**src/rtl/hazard_pkg.sv**
```systemverilog
// Shared constants for the hazard scoreboard: default geometry, the PC register
// index and the latency-counter width derivation.
package hazard_pkg;

  localparam int NREG_DEF   = 16;
  localparam int AW_DEF     = 4;
  localparam int MAXLAT_DEF = 4;
  localparam int PC_IDX     = 15;

  // A counter must hold every value 0..maxlat; never narrower than one bit.
  function automatic int lat_width(input int maxlat);
    return (maxlat < 1) ? 1 : $clog2(maxlat + 1);
  endfunction

endpackage

```
**src/rtl/sb_counter.sv**
```systemverilog
// Per-register latency counter: load on accepted write, hold on freeze,
// otherwise count down to zero and stay there.
module sb_counter #(
  parameter int LW = 3
) (
  input  logic          clk,
  input  logic          reset,
  input  logic          load_i,
  input  logic [LW-1:0] load_val_i,
  input  logic          hold_i,
  input  logic          dec_i,
  output logic [LW-1:0] cnt_o,
  output logic          busy_o
);

  logic [LW-1:0] cnt_q;
  logic [LW-1:0] cnt_d;

  // Freeze beats a load so a frozen decode slot never leaves an entry behind.
  always_comb begin
    cnt_d = cnt_q;
    if (hold_i) begin
      cnt_d = cnt_q;
    end else if (load_i) begin
      cnt_d = load_val_i;
    end else if (dec_i && (cnt_q != '0)) begin
      cnt_d = cnt_q - LW'(1);
    end
  end

  always_ff @(posedge clk) begin
    if (reset) begin
      cnt_q <= '0;
    end else begin
      cnt_q <= cnt_d;
    end
  end

  assign cnt_o  = cnt_q;
  assign busy_o = |cnt_q;

endmodule

```
**src/rtl/hazard_scoreboard.sv**
```systemverilog
// Decode-side hazard controller: per-register latency scoreboard producing
// stall/flush controls for fetch, decode and execute.
module hazard_scoreboard
  import hazard_pkg::*;
#(
  parameter int NREG   = NREG_DEF,
  parameter int AW     = AW_DEF,
  parameter int NSRC   = 3,
  parameter int MAXLAT = MAXLAT_DEF,
  parameter int LW     = lat_width(MAXLAT)
) (
  input  logic                 clk,
  input  logic                 reset,
  input  logic                 iss_valid,
  input  logic [NSRC*AW-1:0]   iss_src,
  input  logic [NSRC-1:0]      iss_src_en,
  input  logic                 iss_we,
  input  logic [AW-1:0]        iss_rd,
  input  logic [LW-1:0]        iss_lat,
  input  logic                 br_taken_e,
  input  logic                 freeze,
  output logic                 stall_f,
  output logic                 stall_d,
  output logic                 flush_d,
  output logic                 flush_e,
  output logic [NREG-1:0]      busy_mask
);

  logic [NREG*LW-1:0] cnt_flat;
  logic [LW-1:0]      lat_c;
  logic [LW-1:0]      rd_cnt;
  logic [NSRC-1:0]    src_busy;
  logic               raw;
  logic               waw;
  logic               hz;
  logic               accept;

  assign lat_c = (iss_lat > LW'(MAXLAT)) ? LW'(MAXLAT) : iss_lat;

  // Lookups by comparison against each real register index: addresses at or
  // above NREG match nothing and therefore read as not busy.
  always_comb begin
    rd_cnt   = '0;
    src_busy = '0;
    for (int r = 0; r < NREG; r++) begin
      if (iss_rd == AW'(r)) begin
        rd_cnt = cnt_flat[r*LW +: LW];
      end
      for (int j = 0; j < NSRC; j++) begin
        if (iss_src_en[j] && (iss_src[j*AW +: AW] == AW'(r)) &&
            (cnt_flat[r*LW +: LW] != '0)) begin
          src_busy[j] = 1'b1;
        end
      end
    end
  end

  assign raw = |src_busy;
  assign waw = iss_we && (rd_cnt > lat_c);
  assign hz  = iss_valid && (raw || waw);

  // A taken branch squashes decode, so it overrides the hazard stall.
  assign stall_d = freeze || (hz && !br_taken_e);
  assign stall_f = stall_d;
  assign flush_d = br_taken_e && !freeze;
  assign flush_e = (br_taken_e || hz) && !freeze;
  assign accept  = iss_valid && !hz && !br_taken_e && !freeze;

  for (genvar r = 0; r < NREG; r++) begin : g_cnt
    logic ld;
    assign ld = accept && iss_we && (iss_rd == AW'(r));

    sb_counter #(
      .LW (LW)
    ) u_cnt (
      .clk        (clk),
      .reset      (reset),
      .load_i     (ld),
      .load_val_i (lat_c),
      .hold_i     (freeze),
      .dec_i      (1'b1),
      .cnt_o      (cnt_flat[r*LW +: LW]),
      .busy_o     (busy_mask[r])
    );
  end

endmodule
```
**config.mk**
```make
export PLATFORM = sky130hd
export DESIGN_NAME = hazard_scoreboard
export DESIGN_NICKNAME = d
export VERILOG_FILES = /design/src/rtl/hazard_pkg.sv /design/src/rtl/sb_counter.sv /design/src/rtl/hazard_scoreboard.sv
export SDC_FILE = /design/constraint.sdc
export NUM_CORES = 1
export LEC_CHECK = 0
export CAP_MARGIN = 20
export CORE_ASPECT_RATIO = 0.9
export CORE_MARGIN = 5
export CORE_UTILIZATION = 40
export CTS_CLUSTER_SIZE = 12
export DETAILED_ROUTE_END_ITERATION = 6
export GPL_ROUTABILITY_DRIVEN = 1
export MAX_ROUTING_LAYER = met4
export PLACE_DENSITY = 0.64
export SYNTH_ARGS = -nofsm -noshare
export SYNTH_HDL_FRONTEND = slang
export SYNTH_SLANG_ARGS = --single-unit
```
**constraint.sdc**
```tcl
create_clock -name clk -period 5.38 [get_ports clk]
set_clock_uncertainty 0.2 [all_clocks]
set_input_delay 1.076 -clock clk [delete_from_list [all_inputs] [get_ports clk]]
set_output_delay 1.076 -clock clk [all_outputs]
set_load 0.005 [all_outputs]
```
==> flow_summary.json, run 1 <==
{
  "status": "finished clean",
  "grt_pass1_vias": 4794,
  "maxCapViolCount": 0,
  "clockBufferDepth": 2,
  "min-delay-path-class": "flip-flop to flip-flop",
  "dieArea_um2": 14250,
  "p_per_area_nw_per_um2": 488.5,
  "dr_total_vias": 4977,
  "netlist_instances": 598,
  "fmax_mhz": 190.6,
  "rrSetupSlack_ns": 1.00,
  "power_w": 0.002797,
  "hp-start": "g_cnt[0].u_cnt.cnt_o[2]",
  "setup_viol": 0,
  "synth_area_per_cell_um2": 7.997,
  "synth_edf_count": 0,
  "grt_pass1_wl_um": 26480,
  "clockRootBuffer": "clkbuf_16",
  "htree_levels": 2,
  "crit_chain": "dlygate4sd2_1 -> buf_6 -> nand2b_1 -> a211oi_2 -> a211oi_2 -> a21oi_1 -> o22ai_1 -> a22oi_1 -> a21oi_1 -> ha_1 -> a31oi_1 -> a32oi_1 -> and4bb_2 -> and4_1 -> o21ai_1 -> clkbuf_2",
  "finalHoldViolCount": 0,
  "async_reset_ff_frac": 0,
  "rows": 37,
  "drtAntennaViolNets": 0,
  "min_to": "g_cnt[0].u_cnt.cnt_o[2]",
  "drtPass1Iterations": 5,
  "synth_top_cell_by_area": "dfxtp_1",
  "cts_made_buffers": 5,
  "critical_path_class": "input port to primary output",
  "grt.total_usage": 0.2408,
  "slew_viol_final": 0,
  "dieHeight_um": 113.7,
  "r2r_cells": 18,
  "r2r-start": "g_cnt[3].u_cnt.cnt_o[2]",
  "wl_per_cell_um": 21.45,
  "fin_cells": 805,
  "areaGrowthSynthToFinish_pct": 19.70,
  "clk_latency_ns": 0.31,
  "timing.slew.headroom": 0.3452,
  "ys.flop_type": "dfxtp_1",
  "start_util": 0.4132,
  "vias_per_cell": 6.183,
  "ys_types": 66,
  "ys_seq_area_frac": 0.2009,
  "crit_slowest_cell": "ha_1",
  "synth.area.top_cells": "dfxtp_1, ha_1, nand2_1, inv_1, mux4_2",
  "fin_nets": 711,
  "path_clk_slew_ns": 0.07,
  "ys_seq_elements": 48,
  "synth.cell_area_um2": 4782,
  "dpl.hpwl_um": 13170,
  "rr_endpoint": "g_cnt[5].u_cnt.cnt_o[1]",
  "place_inst": 796,
  "whs_path_depth": 2,
  "fin_crit_ns": 5.248,
  "power.leakage_nw": 2.039,
  "required_ns": 4.10,
  "grt-ovfl-total": 0,
  "largest_reg_flops": 48,
  "ioPinCount": 48,
  "cts_sinks": 48,
  "cp_max_fo": 11,
  "fin_crit_sh": 0.9754,
  "gp_congestion": 1.026,
  "ys_warn_count": 0,
  "core_um2": 11570,
  "antenna_found_initial": 0,
  "rsz0062_at_grt": "no",
  "diodes": 0,
  "io_buffer_count": 47,
  "die_w_um": 125.3,
  "synth_nets": 661,
  "fill_cells": 1151,
  "yosysTopAreaCellShare": 0.2009,
  "cp-end-kind": "primary output",
  "vdd_drop_max_mv": 0.2943,
  "hold_buffers": 0,
  "routed_wl_um": 17260,
  "drc": 0,
  "worst_pin_slew_ns": 0.9791,
  "cp-start-kind": "input port",
  "initialDrtViolationCount": 456,
  "crit_path_max_incr_delay_ns": 0.31,
  "cp.arrival_ns": 3.97,
  "grt_max_degree": 37,
  "drive_above_1_share": 0.1957,
  "cts_tree": "yes"
}
[final cells by class]
type	count	area, um2	share of cell area
clock inverters	3	46.29	0.008087
repair buffers	96	824.5	0.1440
inverters	49	187.7	0.03279
multi-input cells	448	3385	0.5913
clock buffers	5	125.1	0.02186
well taps	156	195.2	0.03410
flip-flops and latches	48	960.9	0.1679
[metrics by stage]
stage	worst slack, ns	setup TNS (ns)	util	instance area, um2	hold slack [ns]
floorplan	0.01319	0	-	4786	0.2864
global placement	-0.6931	-7.034	0.4760	5509	0.3038
detailed placement	-0.7493	-9.276	0.4760	5509	0.3103
CTS	0.03267	0	0.4928	5703	0.3226
global route	0.009274	0	0.4946	5724	0.3450
finish	0.1323	0	0.4946	5724	0.3234
[cells in the mapped netlist (19+ instances only)]
master	instances
ha_1	35
clkbuf_1	28
nor2_1	41
o21ai_0	29
inv_1	49
buf_4	19
nor2b_1	24
nand3_1	25
a21oi_1	22
nand2_1	50
dfxtp_1	48
[per-layer routing]
metal  share of wire  track usage  up-vias
li1                -            -     2339
met1            0.44       0.3120     2430
met3           0.063      0.03090       34
met4           0.025      0.07225        0
met2            0.47       0.3956      174
met5               0            -        -
[what timing repair did]
| action | in CTS | in global routing |
|---|---|---|
| resized for setup | 24 | 18 |
| setup endpoints to repair | 10 | 3 |
| setup buffers | 0 | 1 |
| pin swaps | 2 | 8 |
[worst max-delay path: cells and delay by family]
kind / cells / cell delay, ns
simple gates: 3 / 0.61
compound gates: 9 / 1.38
buf+inv: 3 / 0.60
fa+ha+maj: 1 / 0.31
[power breakdown]
| group | switching (W) | total (W) | leakage, nW | internal [W] |
|---|---|---|---|---|
| Clock | 0.000165 | 0.000386 | 0.0804 | 0.000222 |
| Sequential | 0.000138 | 0.000625 | 0.392 | 0.000487 |
| Combinational | 0.000970 | 0.00179 | 1.57 | 0.000816 |
| Total | 0.00127 | 0.00280 | 2.04 | 0.00152 |
[worst max-delay path by stage]
| stage | startpoint | end | slack, ns |
|---|---|---|---|
| after floorplan | iss_rd[0] | stall_f | 0.01 |
| final | iss_rd[2] | stall_d | 0.13 |
| after global routing | iss_rd[2] | stall_f | 0.009 |
| after global placement | iss_rd[0] | stall_d | -0.69 |
| after CTS | iss_rd[0] | stall_d | 0.03 |
| after detailed placement | iss_rd[0] | stall_d | -0.75 |
[cells by family after synthesis]
kind of cell / count (synthesis) / synth area share
multiplexers: 35 / 0.09838
flip-flops: 48 / 0.2009
adder cells (fa/ha/maj): 35 / 0.09158
AND/OR/NAND/NOR: 223 / 0.2671
AO/OA/AOI/OAI: 155 / 0.2420
buffers and inverters: 102 / 0.09995
[cell usage in the layout (no fill, tap or decap), drive strengths merged, types with 17 or more instances in the layout]
master and instances:
o21ai 32, nand2b 17, dfxtp 48, ha 35
nand3 26, a31oi 18, nand2 50, nand4 20
clkdlybuf4s50 39, nor2b 25, a21oi 22, buf 52
o221a 20, inv 49, nor2 41
Power figures use the tool's default switching activity.
==> run 2, diff against run 1 <==
--- a/config.mk
+++ b/config.mk
@@ -15,3 +15,3 @@
 export MAX_ROUTING_LAYER = met4
-export PLACE_DENSITY = 0.64
+export PLACE_DENSITY = 0.61
 export SYNTH_ARGS = -nofsm -noshare
==> constraint.sdc (replaced) <==
create_clock -name clk -period 6.63 [get_ports clk]
set_clock_uncertainty 0.2 [all_clocks]
set_input_delay 0.663 -clock clk [delete_from_list [all_inputs] [get_ports clk]]
set_output_delay 0.663 -clock clk [all_outputs]
set_load 0.005 [all_outputs]
==> run 2 against run 1 <==
Against the previous run: sequential share of layout area up 1.1 points; critical path depth down 1; global-route usage up 0.071 points; via count down 2.7%; clock-buffer cell count up 1; die area unchanged; sequential power down 19%; critical path type unchanged; critical endpoint is now stall_f; largest power group unchanged.
==> flow_summary.json, run 2 (same netlist as run 1, synthesis figures left out) <==
{
  "path_clk_slew_ns": 0.07,
  "antenna_found_initial": 0,
  "drive_above_1_share": 0.1149,
  "cts_made_buffers": 5,
  "grt_use_met3": 0.03464,
  "final_common_cell": "nand2_1",
  "maxCapViolCount": 0,
  "final_area_um2": 5369,
  "ioPinCount": 48,
  "rows": 37,
  "post-cts-setup-buffer-count": 0,
  "initialDrtViolationCount": 488,
  "rsz0062_at_grt": "no",
  "setup_viol": 0,
  "p_per_area_nw_per_um2": 405.8,
  "fill_cells": 1174,
  "grt_max_degree": 62,
  "met2_usage": 0.3787,
  "layout_common_cells": "nand2_1, inv_1, dfxtp_1",
  "clk_latency_ns": 0.31,
  "clockRootBuffer": "clkbuf_16",
  "grt_use_met1": 0.3167,
  "timing.slew.headroom": 0.4062,
  "place_area_um2": 5216,
  "grt_pass1_vias": 4638,
  "critPathLaunch": "iss_rd[2]",
  "htree_levels": 2,
  "dieHeight_um": 113.7,
  "clockBufferDepth": 2,
  "wl_per_cell_um": 22.19,
  "gp_congestion": 0.9396,
  "hold_buffers": 0,
  "io_buffer_count": 47,
  "areaGrowthSynthToFinish_pct": 12.27,
  "routed_wl_um": 16980,
  "multiInputGateArea_um2": 3343,
  "largest_reg_flops": 48,
  "drc": 0,
  "cp.arrival_ns": 4.96,
  "final-seq-area_um2": 960.9,
  "dpl.hpwl_um": 12600,
  "cts_sinks": 48,
  "required_ns": 5.77,
  "grt-ovfl-total": 0,
  "status": "finished clean",
  "slew_viol_final": 0,
  "core_um2": 11570,
  "dr_total_vias": 4842,
  "cp_max_fo": 12,
  "grt.total_usage": 0.2415,
  "vias_per_cell": 6.329,
  "dieArea_um2": 14250,
  "setup_tns_ns": 0,
  "vdd_drop_max_mv": 0.1914,
  "start_util": 0.4132,
  "fin_crit_ns": 5.824,
  "worst_pin_slew_ns": 0.8880,
  "drtAntennaViolNets": 0,
  "grt_pass1_wl_um": 26310,
  "cts_resized": 0,
  "cp-start-kind": "input port",
  "fmax_mhz": 171.7,
  "hp-start": "g_cnt[2].u_cnt.cnt_o[1]",
  "cp-end-kind": "primary output",
  "fin_nets": 671,
  "fin_crit_sh": 0.8784,
  "min-delay-path-class": "flip-flop to flip-flop",
  "finalHoldViolCount": 0,
  "power.leakage_nw": 1.840,
  "critical_path_class": "input port to primary output",
  "r2r-start": "g_cnt[3].u_cnt.cnt_o[2]",
  "busiest_layer": "met2",
  "diodes": 0,
  "cts_tree": "yes",
  "die_w_um": 125.3,
  "drtPass1Iterations": 6
}
run 2: area by class of cell:
class                           instances  area share
Multi-Input combinational cell        448      0.6227
Tap cell                              156     0.03636
Sequential cell                        48      0.1790
Clock inverter                          2    0.002564
Timing Repair Buffer                   56     0.09928
Inverter                               49     0.03426
Clock buffer                            6     0.02587
run 2: routing by layer:
layer  share of wire  routed length (um)
met4           0.036                 609
met3           0.068                1154
met2            0.46                7803
met5               0                   0
met1            0.44                7411
run 2: power breakdown:
part           internal (W)  switching, W
sequential         0.000395      0.000113
combinational      0.000629      0.000761
clock              0.000151      0.000129
total               0.00118       0.00100
run 2: critical path, cell delays in order:
cell and delay [ns]:
clkdlybuf4s50_1 0.78, nor2b_1 0.39, nand2_1 0.17, o311ai_0 0.47, o221ai_1 0.24, o21ai_0 0.21
nand3_1 0.10, a32oi_1 0.18, ha_1 0.26, a31oi_1 0.14, a32oi_1 0.07, and4bb_2 0.28
and4_1 0.17, o21ai_0 0.27, clkdlybuf4s50_1 0.57
run 2: worst paths after layout:
kind | endpoint | slack, ns | depth (start not counted)
min | g_cnt[2].u_cnt.cnt_o[1] | 0.33 | 1
min reg2reg | g_cnt[2].u_cnt.cnt_o[1] | 0.33 | 1
max reg2reg | g_cnt[5].u_cnt.cnt_o[1] | 2.28 | 17
max | stall_f | 0.81 | 15
run 2: metrics by stage:
stage	utilization	instances	power [W]	hold slack, ns	setup slack, ns
final	0.4639	765	0.002179	0.3259	0.8060
after global routing	0.4639	765	0.002342	0.3560	0.4189
after CTS	0.4639	765	0.002174	0.3272	0.8682
after detailed placement	0.4507	757	0.001890	0.3107	0.9152
after global placement	0.4507	757	0.001861	0.3044	0.8353
after floorplan	-	598	0.001517	0.2864	1.780
==> run 3, diff against run 2 <==
Settings changed: PLACE_DENSITY 0.61 to not set.
==> run 3 against run 2 <==
Against the previous run: first-iteration DRC count rose by 0.82%; highest routed layer unchanged; sequential share of layout area about the same; setup slack gained 0.15 ns; die area did not move; critical path type unchanged.
==> flow_summary.json, run 3 (same netlist as run 1, synthesis figures left out) <==
{
  "fill_cells": 1143,
  "finalHoldViolCount": 0,
  "hold_buffers": 0,
  "min-delay-path-class": "flip-flop to flip-flop",
  "rsz0062_at_grt": "no",
  "cts_sinks": 48,
  "dieArea_um2": 14250,
  "grt_pass1_wl_um": 26160,
  "core_um2": 11570,
  "largest_reg_flops": 48,
  "ioPinCount": 48,
  "rr_endpoint": "g_cnt[0].u_cnt.cnt_o[1]",
  "grt-ovfl-total": 0,
  "layout_common_cells": "nand2_1, inv_1, dfxtp_1",
  "gp_congestion": 1.018,
  "drtPass1Iterations": 5,
  "start_util": 0.4132,
  "cp-start-kind": "input port",
  "antenna_found_initial": 0,
  "areaGrowthSynthToFinish_pct": 12.43,
  "rows": 37,
  "fin_crit_ns": 5.677,
  "slew_viol_final": 0,
  "r2r-start": "g_cnt[1].u_cnt.cnt_o[2]",
  "fin_crit_sh": 0.8563,
  "worst_pin_slew_ns": 0.6849,
  "status": "finished clean",
  "min_to": "g_cnt[10].u_cnt.cnt_o[1]",
  "place_area_um2": 5209,
  "drive_above_1_share": 0.1135,
  "cp.arrival_ns": 4.81,
  "diodes": 0,
  "dpl.hpwl_um": 12370,
  "r2r_cells": 17,
  "whs_path_depth": 1,
  "p_per_area_nw_per_um2": 410.4,
  "required_ns": 5.77,
  "power_w": 0.002206,
  "preCtsSetupSlack_ns": 1.052,
  "final_common_cell": "nand2_1",
  "grt_pass1_vias": 4485,
  "critical_path_class": "input port to primary output",
  "power.leakage_nw": 1.838,
  "vias_per_cell": 6.242,
  "timing.slew.headroom": 0.5399,
  "initialDrtViolationCount": 492,
  "path_clk_slew_ns": 0.07,
  "fmax_mhz": 176.1,
  "cp-end-kind": "primary output",
  "post-cts-setup-buffer-count": 0,
  "fin_nets": 670,
  "wl_per_cell_um": 21.88,
  "vdd_drop_max_mv": 0.2165,
  "die_w_um": 125.3,
  "io_buffer_count": 47,
  "final_area_um2": 5376,
  "cts_resized": 0,
  "clk_latency_ns": 0.30,
  "dr_total_vias": 4769,
  "maxCapViolCount": 0,
  "hp-start": "g_cnt[10].u_cnt.cnt_o[1]",
  "worst_slack_ns": 0.9526,
  "grt.total_usage": 0.2389,
  "clockRootBuffer": "clkbuf_16",
  "grt_max_degree": 61,
  "cts_tree": "yes",
  "routed_wl_um": 16710,
  "clockBufferDepth": 2,
  "setup_tns_ns": 0,
  "cp_max_fo": 17,
  "final_util": 0.4645,
  "drc": 0,
  "drtAntennaViolNets": 0,
  "cts_made_buffers": 5,
  "setup_viol": 0,
  "htree_levels": 2,
  "rrSetupSlack_ns": 2.18,
  "dieHeight_um": 113.7
}
[run 3: cell types whose count changed in the layout (fill, tap and decap cells not counted)]
cell,before,now
buf_4,9,8
bufinv_16,0,1
clkbuf_8,1,0
clkinvlp_4,0,1
inv_6,1,0
[run 3: per-layer routing]
| metal | up-vias | track usage | share of wire |
|---|---|---|---|
| li1 | 2253 | - | - |
| met1 | 2302 | 0.3197 | 0.45 |
| met2 | 188 | 0.3658 | 0.46 |
| met3 | 26 | 0.04167 | 0.063 |
| met4 | 0 | 0.08237 | 0.026 |
| met5 | - | - | 0 |
[run 3: stage by stage]
stage / cells / hold WS (ns)
after floorplan: 598 / 0.2864
after global placement: 756 / 0.3023
after detailed placement: 756 / 0.3092
after CTS: 764 / 0.3293
after global routing: 764 / 0.3509
final: 764 / 0.3273
[run 3: final cells by class]
| cell class | instances | area [um2] | area share |
|---|---|---|---|
| Multi-Input combinational cell | 448 | 3343 | 0.6218 |
| Sequential cell | 48 | 960.9 | 0.1787 |
| Timing Repair Buffer | 55 | 525.5 | 0.09774 |
| Tap cell | 156 | 195.2 | 0.03630 |
| Inverter | 49 | 183.9 | 0.03421 |
| Clock buffer | 5 | 125.1 | 0.02327 |
| Clock inverter | 3 | 42.54 | 0.007912 |
[run 3: how the worst max path moves through the flow]
stage               from       to
6_report       iss_rd[1]  stall_d
5_1_grt        iss_rd[3]  stall_d
4_1_cts        iss_rd[1]  stall_d
3_5_place_dp   iss_rd[1]  stall_d
3_3_place_gp   iss_rd[1]  stall_d
2_1_floorplan  iss_rd[0]  stall_f
[run 3: power by group]
part	switching (W)	total, W	internal, W
Sequential	0.000110	0.000505	0.000395
Clock	0.000131	0.000308	0.000178
Combinational	0.000765	0.00139	0.000627
Total	0.00101	0.00221	0.00120
[run 3: critical path, cell delays in order]
cell,delay [ns]
clkdlybuf4s50_1,0.90
inv_1,0.33
mux4_2,0.38
a211oi_1,0.28
a21oi_1,0.07
o22ai_1,0.19
a22oi_1,0.13
a21oi_1,0.16
ha_1,0.26
a31oi_1,0.18
a32oi_1,0.07
and4bb_2,0.27
and4_1,0.17
o21ai_0,0.22
clkdlybuf4s50_1,0.54
